$ cat src/rtl/seq_adder_pkg.sv
// Shared types for the sequential chunked adder.
// State encoding and counter-width helper.
package seq_adder_pkg;

  typedef enum logic [1:0] {
    ST_IDLE = 2'd0,
    ST_BUSY = 2'd1,
    ST_DONE = 2'd2
  } state_e;

  function automatic int cnt_w(input int n);
    return (n > 1) ? $clog2(n) : 1;
  endfunction

endpackage

$ cat src/rtl/seq_chunk_adder_rca.sv
// Combinational CHUNK-bit ripple-carry slice.
// Chain of full adders, carry rippling LSB to MSB.
module chunk_rca #(
  parameter int CHUNK = 4
) (
  input  logic [CHUNK-1:0] a_i,
  input  logic [CHUNK-1:0] b_i,
  input  logic             cin_i,
  output logic [CHUNK-1:0] sum_o,
  output logic             cout_o
);

  logic [CHUNK:0] c;

  assign c[0] = cin_i;

  for (genvar i = 0; i < CHUNK; i++) begin : g_fa
    assign sum_o[i] = a_i[i] ^ b_i[i] ^ c[i];
    assign c[i+1]   = (a_i[i] & b_i[i])
                    | (c[i] & (a_i[i] ^ b_i[i]));
  end

  assign cout_o = c[CHUNK];

endmodule

$ cat src/rtl/seq_chunk_adder.sv
// Multi-cycle adder: CHUNK bits per cycle through one slice.
// Define SEQ_ADDER_OVF_EN to add the signed-overflow output ovf.
module seq_chunk_adder
  import seq_adder_pkg::*;
#(
  parameter int WIDTH = 8,
  parameter int CHUNK = 4
) (
  input  logic             clk,
  input  logic             rst,
  input  logic             in_valid,
  output logic             in_ready,
  input  logic [WIDTH-1:0] a,
  input  logic [WIDTH-1:0] b,
  input  logic             cin,
  output logic             out_valid,
  input  logic             out_ready,
  output logic [WIDTH-1:0] sum,
  output logic             cout
`ifdef SEQ_ADDER_OVF_EN
  ,
  output logic             ovf
`endif
);

  localparam int NCHUNK = WIDTH / CHUNK;
  localparam int CW     = cnt_w(NCHUNK);
  localparam logic [CW-1:0] LAST = CW'(NCHUNK - 1);

  state_e           state_q, state_d;
  logic [CW-1:0]    cnt_q, cnt_d;
  logic [WIDTH-1:0] a_sh_q, a_sh_d;
  logic [WIDTH-1:0] b_sh_q, b_sh_d;
  logic [WIDTH-1:0] res_sh_q, res_sh_d;
  logic             carry_q, carry_d;
  logic [WIDTH-1:0] sum_q, sum_d;
  logic             cout_q, cout_d;

  logic [CHUNK-1:0] sl_sum;
  logic             sl_co;
  logic [WIDTH-1:0] res_nxt;

  chunk_rca #(.CHUNK(CHUNK)) u_rca (
    .a_i    (a_sh_q[CHUNK-1:0]),
    .b_i    (b_sh_q[CHUNK-1:0]),
    .cin_i  (carry_q),
    .sum_o  (sl_sum),
    .cout_o (sl_co)
  );

  // New slice result enters at the top; after NCHUNK steps it is aligned.
  assign res_nxt = (res_sh_q >> CHUNK)
                 | (WIDTH'(sl_sum) << (WIDTH - CHUNK));

`ifdef SEQ_ADDER_OVF_EN
  logic sa_q, sa_d;
  logic sb_q, sb_d;
  logic ovf_q, ovf_d;
`endif

  always_comb begin
    state_d  = state_q;
    cnt_d    = cnt_q;
    a_sh_d   = a_sh_q;
    b_sh_d   = b_sh_q;
    res_sh_d = res_sh_q;
    carry_d  = carry_q;
    sum_d    = sum_q;
    cout_d   = cout_q;
    in_ready = 1'b0;
`ifdef SEQ_ADDER_OVF_EN
    sa_d     = sa_q;
    sb_d     = sb_q;
    ovf_d    = ovf_q;
`endif
    case (state_q)
      ST_BUSY: begin
        a_sh_d   = a_sh_q >> CHUNK;
        b_sh_d   = b_sh_q >> CHUNK;
        res_sh_d = res_nxt;
        carry_d  = sl_co;
        cnt_d    = cnt_q + CW'(1);
        if (cnt_q == LAST) begin
          sum_d   = res_nxt;
          cout_d  = sl_co;
          state_d = ST_DONE;
`ifdef SEQ_ADDER_OVF_EN
          ovf_d   = (sa_q == sb_q)
                  && (sl_sum[CHUNK-1] != sa_q);
`endif
        end
      end
      ST_DONE: begin
        if (out_ready) state_d = ST_IDLE;
      end
      // Unused encoding behaves as IDLE.
      default: begin
        in_ready = 1'b1;
        if (in_valid) begin
          a_sh_d  = a;
          b_sh_d  = b;
          carry_d = cin;
          cnt_d   = '0;
          state_d = ST_BUSY;
`ifdef SEQ_ADDER_OVF_EN
          sa_d    = a[WIDTH-1];
          sb_d    = b[WIDTH-1];
`endif
        end
      end
    endcase
  end

  always_ff @(posedge clk or posedge rst) begin
    if (rst) begin
      state_q  <= ST_IDLE;
      cnt_q    <= '0;
      a_sh_q   <= '0;
      b_sh_q   <= '0;
      res_sh_q <= '0;
      carry_q  <= 1'b0;
      sum_q    <= '0;
      cout_q   <= 1'b0;
    end else begin
      state_q  <= state_d;
      cnt_q    <= cnt_d;
      a_sh_q   <= a_sh_d;
      b_sh_q   <= b_sh_d;
      res_sh_q <= res_sh_d;
      carry_q  <= carry_d;
      sum_q    <= sum_d;
      cout_q   <= cout_d;
    end
  end

`ifdef SEQ_ADDER_OVF_EN
  always_ff @(posedge clk or posedge rst) begin
    if (rst) begin
      sa_q  <= 1'b0;
      sb_q  <= 1'b0;
      ovf_q <= 1'b0;
    end else begin
      sa_q  <= sa_d;
      sb_q  <= sb_d;
      ovf_q <= ovf_d;
    end
  end

  assign ovf = ovf_q;
`endif

  assign out_valid = (state_q == ST_DONE);
  assign sum       = sum_q;
  assign cout      = cout_q;

endmodule

$ cat config.mk
export PLATFORM = sky130hd
export DESIGN_NAME = seq_chunk_adder
export DESIGN_NICKNAME = d
export VERILOG_FILES = /design/src/rtl/seq_adder_pkg.sv /design/src/rtl/seq_chunk_adder_rca.sv /design/src/rtl/seq_chunk_adder.sv
export SDC_FILE = /design/constraint.sdc
export NUM_CORES = 1
export LEC_CHECK = 0
export CAP_MARGIN = 20
export CORE_UTILIZATION = 50
export CTS_CLUSTER_DIAMETER = 120
export DETAILED_ROUTE_END_ITERATION = 10
export PLACE_DENSITY = 0.75
export SLEW_MARGIN = 20
export SYNTH_ARGS = -nofsm -noshare
export SYNTH_HDL_FRONTEND = slang
export SYNTH_SLANG_ARGS = --single-unit
export TNS_END_PERCENT = 30
$ cat constraint.sdc
create_clock -name clk -period 3.55 [get_ports clk]
set_clock_uncertainty 0.2 [all_clocks]
set_input_delay 1.065 -clock clk [delete_from_list [all_inputs] [get_ports clk]]
set_output_delay 1.065 -clock clk [all_outputs]
set_load 0.02 [all_outputs]
---- Word-level counts from Yosys, hierarchy flattened ----
Cells that the tools add are included.
word-level totals
  flip-flop bits (word level) ............. 37
  latch bits .............................. 0
  memory bits (writable) .................. 0
  bits in read-only memories .............. 0
  input port bits ......................... 21
  word-level logic and storage cells ...... 54
  memories ................................ 0
cells by class
  add/subtract/negate cells ............... 1
  multiply operators ...................... 0
  divide/modulo/power cells ............... 0
  order comparisons ....................... 0
  eq/ne operators ......................... 4
  shift-type cells ........................ 0
  multiplexer cells ....................... 13
  bitwise operators ....................... 22
  reduce and logical (&&, ||, !) cells .... 6
operator list
  operator                                                          number
  8-bit one-hot mux with 2 select lines                             2
  8-bit 2-to-1 mux                                                  2
  1-bit AND                                                         8
  4-bit by 8-bit OR with 8-bit output                               1
  1-bit XOR                                                         8
  2-bit 2-to-1 mux                                                  3
  1-bit OR                                                          4
  1-bit one-hot mux with 2 select lines                             2
  2-bit one-hot mux with 2 select lines                             1
  2-bit AND reduction                                               2
  1-bit 2-to-1 mux                                                  3
  3-bit AND reduction                                               1
  3-bit nonzero test                                                1
  2-bit by 1-bit == test with 1-bit output (second input constant)  1
  2-bit == test (second input constant)                             1
  2-bit by 1-bit != test with 1-bit output (second input constant)  1
  2-bit != test (second input constant)                             1
  2-bit nonzero test                                                1
  2-bit OR reduction                                                1
  1-bit adder (second input constant)                               1
  1-bit inverter                                                    1

---- Depth between registers and ports, before layout ----
Gate-level depths: netlist of the first run.
  depth after elaboration ................. 10
  depth in mapped cells ................... 10
  gate-level depth less buffers ........... 10

---- By module ----
A second synthesis of the first run with hierarchy kept.
unflattened totals
  cells, all modules ...................... 133
  area total of the unflattened synthesis .. 1564.0 um2
modules (own cells, without submodules)
  module           times used  cells an instance  area an instance (um2)
  seq_chunk_adder  1           119                1446.4
  chunk_rca        1           14                 117.6

---- Worst setup path before layout of the first run ----
Ideal clock, no wire load.
  path kind ............................... flip-flop to flip-flop
  start ................................... register a_sh_q[0]
  end ..................................... register sum_q[7] (netlist: sum[7])
  arrival time ............................ 2001 ps
  required time ........................... 3267 ps
  slack ................................... 1266 ps
  cell stages (with the launch flop) ...... 9
  buffers on the path ..................... 0
  clock period less this slack ............ 2284 ps
  cells stage by stage .................... dfrtp_1 > fa_1 > inv_1 > fa_1 > inv_1 > fa_1 > inv_1 > fa_1 > o21ai_0
between the ends
  word-level cells in the longest chain between the ends .. 9
  elaborated cells on any way between the ends .. 10
  those cells by class .................... bitwise: 10
RTL lines
  element                                  line                       text
  start, declared                          seq_chunk_adder.sv:32      logic [WIDTH-1:0] a_sh_q, a_sh_d;
  start signal, assigned                   seq_chunk_adder.sv:127     a_sh_q <= a_sh_d;
  1-bit XOR                                seq_chunk_adder_rca.sv:20  | (c[i] & (a_i[i] ^ b_i[i]));
  1-bit AND                                seq_chunk_adder_rca.sv:20
  1-bit OR (*)                             seq_chunk_adder_rca.sv:20
  1-bit AND (*)                            seq_chunk_adder_rca.sv:20
  1-bit OR (*)                             seq_chunk_adder_rca.sv:20
  1-bit AND (*)                            seq_chunk_adder_rca.sv:20
  1-bit OR (*)                             seq_chunk_adder_rca.sv:20
  1-bit XOR (*)                            seq_chunk_adder_rca.sv:18  assign sum_o[i] = a_i[i] ^ b_i[i] ^ c[i];
  4-bit by 8-bit OR with 8-bit output (*)  seq_chunk_adder.sv:53      | (WIDTH'(sl_sum) << (WIDTH - CHUNK));
  end signal, assigned                     seq_chunk_adder.sv:131     sum_q <= sum_d;
  end, declared                            seq_chunk_adder.sv:36      logic [WIDTH-1:0] sum_q, sum_d;
Mark *: on every way between the ends. The rest lies on a longest branch, timed or not.
A chain may end at the register's enable or synchronous reset.

---- Worst setup path in the final report of the first run ----
  start ................................... register state_q[0]
  end ..................................... output port out_valid
between the ends
  word-level cells in the longest chain between the ends .. 1
RTL lines
  element                 line                    text
  start, declared         seq_chunk_adder.sv:30   state_e state_q, state_d;
  start signal, assigned  seq_chunk_adder.sv:125  state_q <= state_d;
  2-bit == test           seq_chunk_adder.sv:152  assign out_valid = (state_q == ST_DONE);
  end, declared           seq_chunk_adder.sv:16   output logic out_valid,
Every way passes these cells.

==> results of run 1 <==
## final timing paths
path	start	to	slack (ps)	cells after the start
setup / recovery	state_q[0]$_DFFE_PP0P_	out_valid	550	3
hold reg to reg	a_sh_q[7]$_DFFE_PP0P_	a_sh_q[7]$_DFFE_PP0P_	290	2
setup reg to reg	a_sh_q[0]$_DFFE_PP0P_	sum[7]$_DFFE_PP0P_	1170	8
hold / removal	a_sh_q[7]$_DFFE_PP0P_	a_sh_q[7]$_DFFE_PP0P_	290	2
max in group asynchronous	rst	b_sh_q[5]$_DFFE_PP0P_	1960	3
min in group asynchronous	rst	sum[6]$_DFFE_PP0P_	890	3
## state kept, by name (all words and copies together) (netlist names)
name	flops
res_sh_q	4
carry_q	1
b_sh_q	8
a_sh_q	8
sum	8
cout	1
state_q	2
cnt_q	1
## power by group through the flow
stage | registers, W | clock network [W] | logic [W]
2_1_floorplan | 0.000709 | 0 | 0.000625
3_3_place_gp | 0.000660 | 0 | 0.000858
3_5_place_dp | 0.000673 | 0 | 0.000887
4_1_cts | 0.000664 | 0.000351 | 0.000888
5_1_grt | 0.000684 | 0.000370 | 0.000973
6_report | 0.000660 | 0.000343 | 0.000870
## layout make-up
class	instances	area [µm²]	area share (%)
Clock buffer	5	37.5	1.90
Sequential cell	33	826	41.9
Clock inverter	3	65.1	3.30
Multi-Input combinational cell	84	639	32.4
Tap cell	31	38.8	1.97
Timing Repair Buffer	33	325	16.5
Inverter	11	41.3	2.09
## layer usage
| layer | wire length [µm] | share of wire [%] | global-route usage, % | up-vias |
|---|---|---|---|---|
| met5 | 0 | 0 | 0 | - |
| met4 | 38 | 1.6 | 6.12 | 0 |
| met3 | 151 | 6.3 | 7.59 | 5 |
| met2 | 1180 | 49 | 27.8 | 29 |
| met1 | 1040 | 43 | 20.5 | 464 |
| li1 | - | - | - | 507 |
## worst register-to-register path: stages (launching register included)
cell	delay (ps)
dfrtp_1	410
fa_1	410
inv_1	80
fa_1	160
inv_1	50
fa_1	350
inv_1	80
fa_1	420
o21ai_0	160
## placed cells by master, fill, tap and decap left out, drive strengths merged
| master | synthesis | routed |
|---|---|---|
| inv | 11 | 11 |
| nand2 | 22 | 22 |
| mux2 | 9 | 9 |
| bufinv | 0 | 2 |
| clkbuf | 0 | 5 |
| o311ai | 1 | 1 |
| nand2b | 10 | 10 |
| buf | 7 | 2 |
| o21bai | 1 | 1 |
| nor2 | 2 | 2 |
| clkinv | 0 | 1 |
| ha | 2 | 2 |
| mux2i | 9 | 9 |
| clkdlybuf4s50 | 0 | 31 |
| a32o | 1 | 1 |
| a21oi | 2 | 2 |
| fa | 4 | 4 |
| dfrtp | 33 | 33 |
| o21ai | 21 | 21 |
## stage by stage
stage	cells	power (W)
3_5_place_dp	192	0.00156
4_1_cts	200	0.00190
2_1_floorplan	135	0.00133
3_3_place_gp	192	0.00152
5_1_grt	200	0.00203
6_report	200	0.00187
## logic make-up (layout without fill, tap and decap cells)
family	Yosys count	in the layout	share of synthesized area [%]
simple gates	34	34	10.1
flops	33	33	52.8
compound gates	26	26	10.9
mux	18	18	13.2
fa+ha+maj	6	6	6.72
buf+inv	18	52	6.32
==> results.md, run 1 <==
- First-pass GRT wire length: roughly 4200 µm
- Design Area, Final: 1970 µm²
- Antenna cells: 0
- Clock power share: between 15 and 20%
- Congestion Overflow GR: 0
- Later-pin clock latency in the skew report: 340 ps
- CP max-delay cell: clkdlybuf4s50_1
- CP Data Required Time: 2280 ps
- DRT antenna net count: 0
- Hold Vio Cnt, Final: 0
- Synth area leader: dfrtp_1
- Top-count cell post-synth: dfrtp_1
- Setup_tns: 0 ps
- Net count reported at finish: between 150 and 200
- Cell breakdown of the critical path: inv_1 > ha_1 > clkdlybuf4s50_1
- Via Count: 1005
- Fill count: about 210
- Clk pin slew, worst setup/hold paths: about 100 ps
- DP Area: 1870 µm²
- Die width: ~58 µm
- Post-synthesis sequential area ratio: between 50% and 60%
- CP max FO: 5
- Syn avg cell area: 11.6 µm²
- Fmax: between 0.3 and 0.4 GHz
- Routed len/inst: about 12 µm
- H-tree depth: 2
- Die Ht: about 58 µm
- Syn Inst Count: roughly 140
- Final hold slack: 285 ps
- Final core utilization: approximately 69%
- Vias in the first global route: just under 1000
- MaxCap Viol Count: 0
- NetSw: around 0.00066 W
- PnR worst setup slack: about 550 ps
- Ranking of synthesized cells by area: dfrtp_1 53%, mux2i_1 5.8%, o21ai_0 5.8%
- Initial Utilization: a little over half
- Net Sw Frac: 35.1%
- I/O Buffers: 31
- Num rows: 19
- Reg power frac: about a third
- Synthesis-to-layout area growth: 26.2%
- Top FF cell, synth: dfrtp_1
- Combinational share of power: between 40% and 50%
- Synth Cell Area: 1560 µm²
- Critical path class: flip-flop to primary output
- Ys Warns: 0
- P_int: approximately 0.0012 W
- DR DRC count: 1
- DRT Wirelength: about 2400 µm
- Worst setup SP type: flip-flop
- CTS sink count: 33
- Pin count of the biggest net entering global routing: 36
- Initial antenna violation count: 0
- Clk buf depth: 2
- Yosys top cell area share: a little over half
- Post-synth ARST share: 100%
- Worst slew margin: between 50 and 60%
- Worst path arrival time: around 1700 ps
- Placer's final routability congestion estimate: ~0.73
- Synthesized flop and latch total: 33
- Post-CTS sizing: 0
- Number of library cell types mapped by synthesis: 22
- Drt pass-1 iters: 7
- RSZ-0062 raised after global routing: no
- Outcome: finished with violations
- Setup bufs post-CTS: 0
- Final Critical Period: roughly 3000 ps
- Synth cell count leaders: 33 x dfrtp_1, 21 x nand2_1, 18 x o21ai_0
- CTS Hold Bufs: 0
- Num ports: 32
- Share of layout cells above drive strength 1: 13.0%
- EDFF count, synth: 0
- Worst-Margin Slew: approximately 640 ps
- Syn Nets: between 150 and 200
- Area of the core: around 2900 µm²
- Final cycle utilization of the critical path: between 80% and 90%
- Worst hold-check path type: flip-flop to flip-flop
- Clock Tree Root: clkbuf_4
- Setup WS pre-CTS: between 800 and 900 ps
- WP buf/inv: 2
- CTS buffer count: 5
- All-Layer GR Usage: between 10% and 20%
- Vias per cell: around 5
- Max-slew violations: 0
- Worst IR Drop VDD: slightly above 500 µV
- CTS tree: yes
- Die footprint: between 3000 and 4000 µm²
- Crit end category: primary output
- Critical Path Max Stage Delay: 650 ps
- Largest delay contributor family on the critical path: buffers and inverters
- Detail Placement HPWL: roughly 1800 µm
- PwrDens: roughly 950 nW/µm²
- First DRT Iteration DRCs: 22
- Failing checks: DRC
- Final setup vio count: 0
- Leak pwr: around 0.89 nW
Power figures use the tool's default switching activity.
==> run 2: changes to the inputs <==
==> constraint.sdc (replaced) <==
create_clock -name clk -period 3.1 [get_ports clk]
set_clock_uncertainty 0.2 [all_clocks]
set_input_delay 0.93 -clock clk [delete_from_list [all_inputs] [get_ports clk]]
set_output_delay 0.93 -clock clk [all_outputs]
set_load 0.02 [all_outputs]
==> results.md, run 2 (synthesis results as in run 1) <==
- Largest delay contributor family on the critical path: buffers and inverters
- H-tree depth: 2
- Num ports: 32
- Final hold slack: roughly 290 ps
- Commonest non-fill, non-tap cell in the layout: dfrtp_1
- Clk pin slew, worst setup/hold paths: ~100 ps
- Congestion Overflow GR: 0
- CP Launch Point: state_q[0]$_DFFE_PP0P_
- Synthesis-to-layout area growth: 26.2%
- Pin count of the biggest net entering global routing: 36
- Clk buf depth: 2
- NetSw: about 0.00075 W
- DRT Wirelength: around 2300 µm
- CTS sink count: 33
- Worst setup SP type: flip-flop
- Busiest layer in global routing: met2
- Hold Vio Cnt, Final: 0
- Worst hold-check path type: flip-flop to flip-flop
- WP buf/inv: 2
- Detail Placement HPWL: between 1500 and 2000 µm
- Crit end category: primary output
- Die width: roughly 58 µm
- Die Ht: between 50 and 60 µm
- Via Count: 988
- Critical Path Max Stage Delay: 650 ps
- Final setup vio count: 0
- Post-Place Cells: 192
- Routed len/inst: approximately 12 µm
- P_int: roughly 0.0014 W
- MaxCap Viol Count: 0
- RSZ-0062 raised after global routing: no
- CP Data Required Time: 1970 ps
- Worst slew margin: between 50% and 60%
- Final core utilization: around 69%
- Reg power frac: roughly 35%
- Placer's final routability congestion estimate: about 0.73
- Vias in the first global route: 978
- Drt pass-1 iters: 7
- I/O Buffers: 31
- GR met3 Demand/Resource: approximately 6.7%
- First DRT Iteration DRCs: 25
- Final Critical Period: ~2900 ps
- Initial Utilization: 54.8%
- CTS tree: yes
- Worst-Margin Slew: 656 ps
- Failing checks: DRC
- Setup bufs post-CTS: 0
- Fmax: roughly 0.35 GHz
- Final cycle utilization of the critical path: 92.2%
- Later-pin clock latency in the skew report: about 330 ps
- Cell breakdown of the critical path: inv_1 > ha_1 > clkdlybuf4s50_1
- Leak pwr: just under 0.9 nW
- DRT antenna net count: 0
- Share of layout cells above drive strength 1: between 10% and 20%
- Most frequent cells in the layout: 33 x dfrtp_1, 31 x clkdlybuf4s50_1, 21 x nand2_1, 18 x o21ai_0, 11 x inv_1
- DR DRC count: 1
- Worst R2R Start: a_sh_q[0]$_DFFE_PP0P_
- Final non-filler cell total: 200
- Initial antenna violation count: 0
- First-pass GRT wire length: roughly 4200 µm
- Max-slew violations: 0
- Combinational share of power: between 40% and 50%
- PwrDens: approximately 1100 nW/µm²
- Outcome: finished with violations
- CP max FO: 5
- Met2 Usage GRT: between 20% and 30%
- All-Layer GR Usage: about 17%
- Clock Tree Root: clkbuf_4
- Die footprint: about 3400 µm²
- Post-CTS sizing: 0
- Worst path arrival time: between 1500 and 2000 ps
- Vias per cell: roughly 4.9
- CP max-delay cell: clkdlybuf4s50_1
- Met1 GRT Util: 20.3%
- Critical path class: flip-flop to primary output
- CTS buffer count: 5
- Antenna cells: 0
- Net Sw Frac: about a third
- Net count reported at finish: slightly below 200
- Num rows: 19
- Setup_tns: 0 ps
- Clock power share: between 10% and 20%
- Area of the core: around 2900 µm²
- Hold Path Origin: a_sh_q[4]$_DFFE_PP0P_
- Worst IR Drop VDD: slightly above 500 µV
- CTS Hold Bufs: 0
==> run 2: cell counts in the layout (fill, tap and decap cells not counted) <==
No cell type changed its count.
==> run 2: cell type report <==
| class | count | area (µm²) |
|---|---|---|
| clock buffer | 5 | 37.5 |
| inverter | 11 | 41.3 |
| clock inverter | 3 | 65.1 |
| sequential | 33 | 826 |
| multi-input combinational | 84 | 639 |
| fill | 224 | 880 |
| tap | 31 | 38.8 |
| timing repair buffer | 33 | 325 |
==> run 2: path summary, 6_finish.rpt <==
| path | cells after the start | slack [ps] | to |
|---|---|---|---|
| worst max-delay path | 3 | 240 | out_valid |
| worst min-delay path | 2 | 290 | a_sh_q[4]$_DFFE_PP0P_ |
| worst max register to register | 8 | 720 | sum[7]$_DFFE_PP0P_ |
| worst min register to register | 2 | 290 | a_sh_q[4]$_DFFE_PP0P_ |
| max in group asynchronous | 3 | 1630 | a_sh_q[4]$_DFFE_PP0P_ |
| min in group asynchronous | 3 | 780 | sum[3]$_DFFE_PP0P_ |
==> run 2: worst register-to-register path, delay by kind of cell, from the launching register on <==
| kind | cells | cell delay [ps] |
|---|---|---|
| fa+ha+maj | 4 | 1350 |
| compound gates | 1 | 160 |
| flops | 1 | 410 |
| buf+inv | 3 | 190 |
==> run 2: through the flow <==
step	instance area (µm²)	power [W]	setup WS, ps
finish	1970	0.00214	241
global route	1970	0.00232	151
CTS	1970	0.00218	201
detailed placement	1870	0.00178	541
global placement	1870	0.00174	591
floorplan	1560	0.00153	816
==> run 2: power groups by stage <==
stage / clock network (W) / logic [W] / registers (W)
2_1_floorplan: 0 / 0.000716 / 0.000812
3_3_place_gp: 0 / 0.000983 / 0.000756
3_5_place_dp: 0 / 0.00101 / 0.000772
4_1_cts: 0.000406 / 0.00101 / 0.000762
5_1_grt: 0.000425 / 0.00111 / 0.000787
6_report: 0.000392 / 0.000991 / 0.000758
==> run 2: metal layers <==
layer / routed length, µm / share of wire, %
met1: 1090 / 47
met2: 1090 / 47
met3: 123 / 5.3
met4: 27 / 1.2
met5: 0 / 0
